==> src/rtl/obstacle_gen.sv <==
// Scrolling obstacle generator: fixed pool of slots moving left each frame,
// LFSR-randomised spawn gaps, registered pixel hit and sticky collision flag.
module obstacle_gen #(
    parameter int NUM_SLOTS  = 4,
    parameter int OBS_W      = 16,
    parameter int OBS_H      = 32,
    parameter int GROUND_ROW = 400,
    parameter int DINO_X     = 64,
    parameter int MIN_GAP    = 40
) (
    input  logic       CLK,
    input  logic       clrn,
    input  logic       frame_tick,
    input  logic       game_status,
    input  logic [3:0] speed,
    input  logic [5:0] dinosaur_height,
    input  logic [8:0] row_addr,
    input  logic [9:0] col_addr,
    output logic       px_obstacle,
    output logic       collision
);

    localparam logic [10:0] SCREEN_W = 11'd640;
    localparam logic [9:0]  SPAWN_X  = 10'd640;
    localparam logic [10:0] W11      = 11'(OBS_W);
    localparam logic [10:0] DINO_L   = 11'(DINO_X);
    localparam logic [10:0] DINO_R   = 11'(DINO_X + 16);
    localparam logic [9:0]  ROW_TOP  = 10'(GROUND_ROW - OBS_H);
    localparam logic [9:0]  ROW_BOT  = 10'(GROUND_ROW);
    localparam logic [6:0]  H7       = 7'(OBS_H);
    localparam logic [6:0]  GAP0     = 7'(MIN_GAP);

    logic [NUM_SLOTS-1:0]       act_q, act_mv, act_nx, spawn_oh;
    logic [NUM_SLOTS-1:0][9:0]  x_q, x_mv, x_nx;
    logic [6:0]                 cnt_q, cnt_inc, cnt_nx, tgt_q, tgt_nx;
    logic [7:0]                 lfsr_q;
    logic                       status_q, rise, run_tick;
    logic                       free_found, spawn, coll_hit, px_hit;
    logic [10:0]                xe, col11;
    logic [9:0]                 row10;

    assign rise     = game_status & ~status_q;
    assign run_tick = frame_tick & game_status & ~rise;
    assign col11    = {1'b0, col_addr};
    assign row10    = {1'b0, row_addr};

    always_comb begin
        act_mv     = act_q;
        x_mv       = x_q;
        spawn_oh   = '0;
        free_found = 1'b0;
        coll_hit   = 1'b0;
        px_hit     = 1'b0;
        xe         = '0;

        for (int unsigned i = 0; i < NUM_SLOTS; i++) begin
            if (act_q[i]) begin
                if (x_q[i] < {6'd0, speed}) act_mv[i] = 1'b0;
                else                        x_mv[i]   = x_q[i] - {6'd0, speed};
            end
        end

        // Counter saturates at the target so a blocked spawn retries every tick.
        cnt_inc = (cnt_q >= tgt_q) ? cnt_q : cnt_q + 7'd1;

        // Free-slot search runs on post-motion state so a slot retired this
        // tick can be reused by the spawn of the same tick.
        for (int unsigned i = 0; i < NUM_SLOTS; i++) begin
            if (!act_mv[i] && !free_found) begin
                spawn_oh[i] = 1'b1;
                free_found  = 1'b1;
            end
        end
        spawn = (cnt_inc >= tgt_q) && free_found;

        act_nx = act_mv;
        x_nx   = x_mv;
        for (int unsigned i = 0; i < NUM_SLOTS; i++) begin
            if (spawn && spawn_oh[i]) begin
                act_nx[i] = 1'b1;
                x_nx[i]   = SPAWN_X;
            end
        end
        cnt_nx = spawn ? '0 : cnt_inc;
        tgt_nx = spawn ? GAP0 + {1'b0, lfsr_q[5:0]} : tgt_q;

        for (int unsigned i = 0; i < NUM_SLOTS; i++) begin
            xe = {1'b0, x_mv[i]};
            if (act_mv[i] && xe < DINO_R && DINO_L < xe + W11) coll_hit = 1'b1;
        end
        if ({1'b0, dinosaur_height} >= H7) coll_hit = 1'b0;

        for (int unsigned i = 0; i < NUM_SLOTS; i++) begin
            xe = {1'b0, x_q[i]};
            if (act_q[i] && col11 >= xe && col11 < xe + W11) px_hit = 1'b1;
        end
        if (col11 >= SCREEN_W || row10 < ROW_TOP || row10 >= ROW_BOT) px_hit = 1'b0;
    end

    always_ff @(posedge CLK or negedge clrn) begin
        if (!clrn) begin
            act_q       <= '0;
            x_q         <= '0;
            cnt_q       <= '0;
            tgt_q       <= GAP0;
            lfsr_q      <= 8'hA5;
            status_q    <= 1'b0;
            px_obstacle <= 1'b0;
            collision   <= 1'b0;
        end else begin
            lfsr_q      <= {lfsr_q[6:0], lfsr_q[7] ^ lfsr_q[5] ^ lfsr_q[4] ^ lfsr_q[3]};
            status_q    <= game_status;
            px_obstacle <= px_hit;
            if (rise) begin
                act_q     <= '0;
                x_q       <= '0;
                cnt_q     <= '0;
                tgt_q     <= GAP0;
                collision <= 1'b0;
            end else if (run_tick) begin
                act_q <= act_nx;
                x_q   <= x_nx;
                cnt_q <= cnt_nx;
                tgt_q <= tgt_nx;
                if (coll_hit) collision <= 1'b1;
            end
        end
    end

endmodule
==> config.mk <==
export PLATFORM = sky130hd
export DESIGN_NAME = obstacle_gen
export DESIGN_NICKNAME = d
export VERILOG_FILES = /design/src/rtl/obstacle_gen.sv
export SDC_FILE = /design/constraint.sdc
export NUM_CORES = 1
export LEC_CHECK = 0
export CAP_MARGIN = 40
export CORE_MARGIN = 2
export CORE_UTILIZATION = 45
export CTS_CLUSTER_SIZE = 10
export DETAILED_ROUTE_END_ITERATION = 8
export GPL_ROUTABILITY_DRIVEN = 0
export PLACE_DENSITY = 0.75
export SLEW_MARGIN = 0
export SYNTH_ARGS = -nofsm -noshare
export SYNTH_HDL_FRONTEND = slang
export SYNTH_SLANG_ARGS = --single-unit
==> constraint.sdc <==
create_clock -name CLK -period 9 [get_ports CLK]
set_input_delay 2.25 -clock CLK [delete_from_list [all_inputs] [get_ports CLK]]
set_output_delay 2.25 -clock CLK [all_outputs]
set_load 0.1 [all_outputs]
# Word level (Yosys, flattened, before mapping)
# Index checks and enable logic that the tools add are counted.
[totals]
ff_bits = 69
inputBits = 33
output_inout_bits = 2
wordCells = 150
[op_classes]
add_sub_neg = 14
n_lt_le_gt_ge = 26
muxes = 55
bitwise_logic = 8
reduce_logical = 36
[ops]
columns = ["cell", "count"]
rows = [
  ["$mux 10", 12],
  ["$add 10x5->11 const B", 8],
  ["$mux 40", 2],
  ["$mux 7", 7],
  ["$lt 10x11->1", 4],
  ["$lt 7x11->1 const A", 4],
  ["$ge 10x10->1", 4],
  ["$lt 10x4->1", 4],
  ["$lt 10x7->1 const B", 4],
  ["$sub 10x4->10", 4],
  ["$mux 1", 32],
  ["$logic_and 1x1->1", 24],
  ["$ge 7x7->1", 2],
  ["$ge 10x10->1 const B", 1],
  ["$ge 9x9->1 const B", 1],
  ["$lt 9x9->1 const B", 1],
  ["$mux 4", 2],
  ["$add 6x6->7 const A", 1],
  ["$add 7x1->7 const B", 1],
  ["$ge 6x6->1 const B", 1],
  ["$reduce_bool 2->1", 3],
  ["$logic_not 1->1", 5],
  ["$reduce_and 2->1", 2],
  ["$and 1x1->1", 3],
  ["other kinds (3)", 7],
]

# Depth between registers and ports, before layout
[depth]
word_depth = 17
ltp_mapped = 19
depth_no_buf = 17

# Worst setup path before layout
# OpenSTA, ideal clock, no wires.
[synth_timing]
path_kind = "input port to flip-flop"
start = "input speed[1]"
end = "register collision"
setup_time_ns = 0.130
arrival_ns = 4.896
required_time_ns = 8.870
slack_ns = 3.974
path_stages = 13
path_buffers = 0
path_cell_list = "inv_1 -> fa_1 -> and3_1 -> nor4_4 -> nor4_2 -> xnor2_4 -> inv_1 -> ha_1 -> nor2_1 -> o211ai_1 -> a221o_1 -> a211oi_1 -> a31oi_1"
[synth_between]
elab_chain_len = 13
word_cells_on_any_way = 51
classes_between = "8 x add/sub; 12 x order compare; 21 x mux; 10 x reduce/logical"
[synth_rtl]
columns = ["element", "line_no", "source"]
rows = [
  ["from (decl)", "15", "input logic [3:0] speed,"],
  ["$sub 10x4->10 / $lt 10x4->1 (equally long branches)", "59, 58", ""],
  ["$mux 10", "58", "if (x_q[i] < {6'd0, speed}) act_mv[i] = 1'b0;"],
  ["$mux 10", "57", "if (act_q[i]) begin"],
  ["$add 10x5->11 / $lt 10x7->1 (equally long branches)", "89", "if (act_mv[i] && xe < DINO_R && DINO_L < xe + W11) coll_hit = 1'b1;"],
  ["$lt 7x11->1 / $logic_and 1x1->1 (equally long branches)", "89", ""],
  ["$logic_and 1x1->1", "89", ""],
  ["$mux 1 (3 in a row)", "89", ""],
  ["$mux 1 (*)", "89", ""],
  ["$mux 1 (*)", "91", "if ({1'b0, dinosaur_height} >= H7) coll_hit = 1'b0;"],
  ["$reduce_bool 2->1 (no source line) (*)", "n/a", ""],
  ["$reduce_and 2->1 (no source line) (*)", "n/a", ""],
  ["to (signal assigned)", "109", "collision <= 1'b0;"],
  ["to (signal assigned)", "119", "collision <= 1'b0;"],
  ["to (signal assigned)", "125", "if (coll_hit) collision <= 1'b1;"],
  ["to (decl)", "20", "output logic collision"],
]
# Every way passes the cells marked *; elsewhere a longest branch is shown, timed or not.
# A chain may end at the register's enable or synchronous reset.

# Worst setup path after layout
[layout_timing]
start = "input speed[0]"
end = "register collision"
# The elaborated chain is that of the path after synthesis.

==> flow_summary.json <==
{
  "routedWlPerCell_um": 16.9,
  "async_reset_ff_frac": 1.00,
  "p_leak_nw": 3.55,
  "required_ns": 9.21,
  "worst_setup_path_end_kind": "flip-flop",
  "syn_area_per_cell_sq_um": 8.74,
  "synth.largest_area_cell": "dfrtp_1",
  "slowest_stage": "clkdlybuf4s50_1",
  "grt_setup_unrepaired": "false",
  "clock-sinks": 69,
  "start_util": 0.463,
  "slew_headroom": 0.339,
  "grt_pass1_vias": 6045,
  "synth_edf_count": 0,
  "intPower_uw": 645,
  "hpwl_um": 13100,
  "hold_viol": 0,
  "max-vdd-ir-drop_mv": 0.137,
  "holdBufCountCts": 0,
  "cpPeakStageDelay_ns": 0.62,
  "start_kind": "input port",
  "min_from": "lfsr_q[6]",
  "pwr-share-clk": 0.486,
  "cp_cell_sequence": "clkdlybuf4s50_1 -> ha_1 -> inv_1 -> fa_1 -> a21o_1 -> a221oi_1 -> xnor2_1 -> inv_1 -> ha_1 -> nor2_1 -> o211ai_1 -> a221o_1 -> a211oi_1 -> a31oi_1",
  "swShare": 0.251,
  "crit_type": "input port to flip-flop",
  "htreeDepth": 3,
  "period_share": 0.653,
  "ys_top_cells_by_area": "dfrtp_1 (22%), ha_1 (20%), xnor2_1 (4.2%)",
  "ys_ff_latch": 69,
  "die_x_um": 129,
  "dominantRegCellSynth": "dfrtp_1",
  "postCtsSetupBuffers": 0,
  "ys_types": 75,
  "die_area_sq_mm": 0.0167,
  "syn-cell-area_sq_mm": 0.00706,
  "cts_tree": "done",
  "max_cap_violations": 0,
  "antenna_found_initial": 0,
  "outcome": "complete, no violations",
  "drtAntennaViolNets": 0,
  "yosysWarnings": 0,
  "grt_overflow": 0,
  "r2r-start": "cnt_q[0]",
  "synth_top_area_share": 0.223,
  "cts_buffers": 9,
  "syn_nets": 957,
  "setup_violations": 0,
  "tightestPinTransition_ns": 0.992,
  "p_sw_uw": 216,
  "total_power_uw": 861,
  "period_needed_ns": 5.88,
  "post-route-util": 0.517,
  "port_buffers": 25,
  "drv_slew": 0,
  "cts.reportedPaths.clkPinSlew_ns": 0.06,
  "yosysMostFrequentCell": "ha_1",
  "grtUsageTotal": 0.224,
  "fin_setup_tns_ns": 0,
  "ys_seq_area_frac": 0.246,
  "antenna_cells": 0,
  "firstDrtPassIters": 5,
  "powerDensity_mw_per_mm2": 109,
  "drc": 0,
  "vias": 6145,
  "clk_path_buf_depth": 2,
  "fmax_ghz": 0.170,
  "timing.hold.ws_ns": 0.356,
  "drive_gt1_frac": 0.0626,
  "drt-initial-drc-count": 388,
  "critical_path_arrival_ns": 6.09,
  "critPathMaxFanout": 4,
  "syn2layout_area_growth_pct": 11.8,
  "root_buffer": "clkbuf_16",
  "cts.repair.resized": 0,
  "pwr-share-seq": 0.369,
  "grt_max_degree": 41,
  "holdCritPathClass": "flip-flop to flip-flop",
  "nets": 975,
  "fp.dieH_um": 129,
  "num_rows": 45,
  "drt_wl_total_um": 17600,
  "finalClockSkew_ns": 0.00634,
  "synthCells": 808,
  "clock_latency_ns": 0.34,
  "io_pins": 35,
  "grt_pass1_wl_um": 29800,
  "via_per_inst": 5.90,
  "combPwrFrac": 0.145,
  "core-area_sq_mm": 0.0153,
  "synth_common_cells": "ha_1 (112), inv_1 (71), dfrtp_1 (63)",
  "cp-startpoint": "speed[0]"
}
-- worst max-delay path: cells and delay by family --
kind            cells  cell delay [ns]
fa+ha+maj           3             0.91
xor+xnor            1             0.27
simple gates        1             0.14
compound gates      6             1.76
buf+inv             3             0.77
-- power groups by stage --
stage,logic [mW],clock network (mW),registers [mW]
finish,0.125,0.418,0.318
global route,0.141,0.440,0.319
CTS,0.124,0.425,0.318
detailed placement,0.123,0,0.324
global placement,0.118,0,0.324
floorplan,0.0763,0,0.323
-- worst paths after layout --
path	slack (ns)	cells past startpoint	to
max	3.12	14	collision
max reg2reg	4.59	16	x_q[18]
min	0.36	0	lfsr_q[7]
min in group asynchronous	1.85	1	cnt_q[3]
max in group asynchronous	6.53	2	lfsr_q[0]
min reg2reg	0.36	0	lfsr_q[7]
-- sequential cells by signal, indices dropped and copies added (netlist names) --
register / count
status_q: 1
x_q: 40
collision: 1
cnt_q: 7
lfsr_q: 8
act_q: 4
tgt_q: 7
px_obstacle: 1
-- stage by stage --
step | area, sq um | setup slack (ns) | std cells
5_1_grt | 7890 | 2.95 | 1042
6_report | 7890 | 3.12 | 1042
3_3_place_gp | 7490 | 2.74 | 1022
2_1_floorplan | 7060 | 3.97 | 808
4_1_cts | 7890 | 3.11 | 1042
3_5_place_dp | 7540 | 2.76 | 1026
-- cell families (layout without fill, tap and decap cells) --
| group | count (synthesis) | after routing | synth area share |
|---|---|---|---|
| xor gates and xnor gates | 45 | 45 | 0.0595 |
| adders and majority gates | 116 | 116 | 0.210 |
| AOI/OAI and AO/OA | 233 | 233 | 0.227 |
| buffers and inverters | 100 | 123 | 0.0569 |
| and+or+nand+nor | 228 | 228 | 0.176 |
| muxes | 17 | 17 | 0.0250 |
| DFF | 69 | 69 | 0.246 |
-- layout make-up --
cell class | instances | area (sq um)
Timing Repair Buffer | 33 | 335
Inverter | 74 | 278
Sequential cell | 69 | 1730
Fill cell | 1409 | 7370
Multi-Input combinational cell | 639 | 4930
Clock buffer | 10 | 239
Clock inverter | 6 | 109
Tap cell | 211 | 264
-- cells in the final DEF (no fill, tap or decap), drive strengths merged, types with 4 or more instances in the layout --
cell / n
a2111oi: 4
a211oi: 4
a21o: 26
a21oi: 44
a221oi: 4
a22o: 14
a22oi: 8
a31oi: 6
and2: 7
and3: 9
buf: 9
clkbuf: 10
clkdlybuf4s50: 24
clkinv: 5
dfrtp: 63
dfstp: 6
fa: 4
ha: 112
inv: 72
mux2: 5
mux2i: 12
nand2: 40
nand2b: 26
nand3: 33
nand4: 10
nor2: 37
nor2b: 9
nor3: 21
nor4: 11
o211ai: 9
o21a: 10
o21ai: 48
o22ai: 18
o31ai: 4
o41ai: 5
or3: 4
or4: 6
xnor2: 36
xor2: 9
-- per-layer routing --
metal	vias to the layer above	track usage	share of wire
met1	2923	0.297	0.46
met2	167	0.370	0.47
met4	0	0.0697	0.022
li1	3027	-	-
met3	28	0.0434	0.052
met5	-	0	0
No activity file was read; power rests on OpenSTA's default activity.
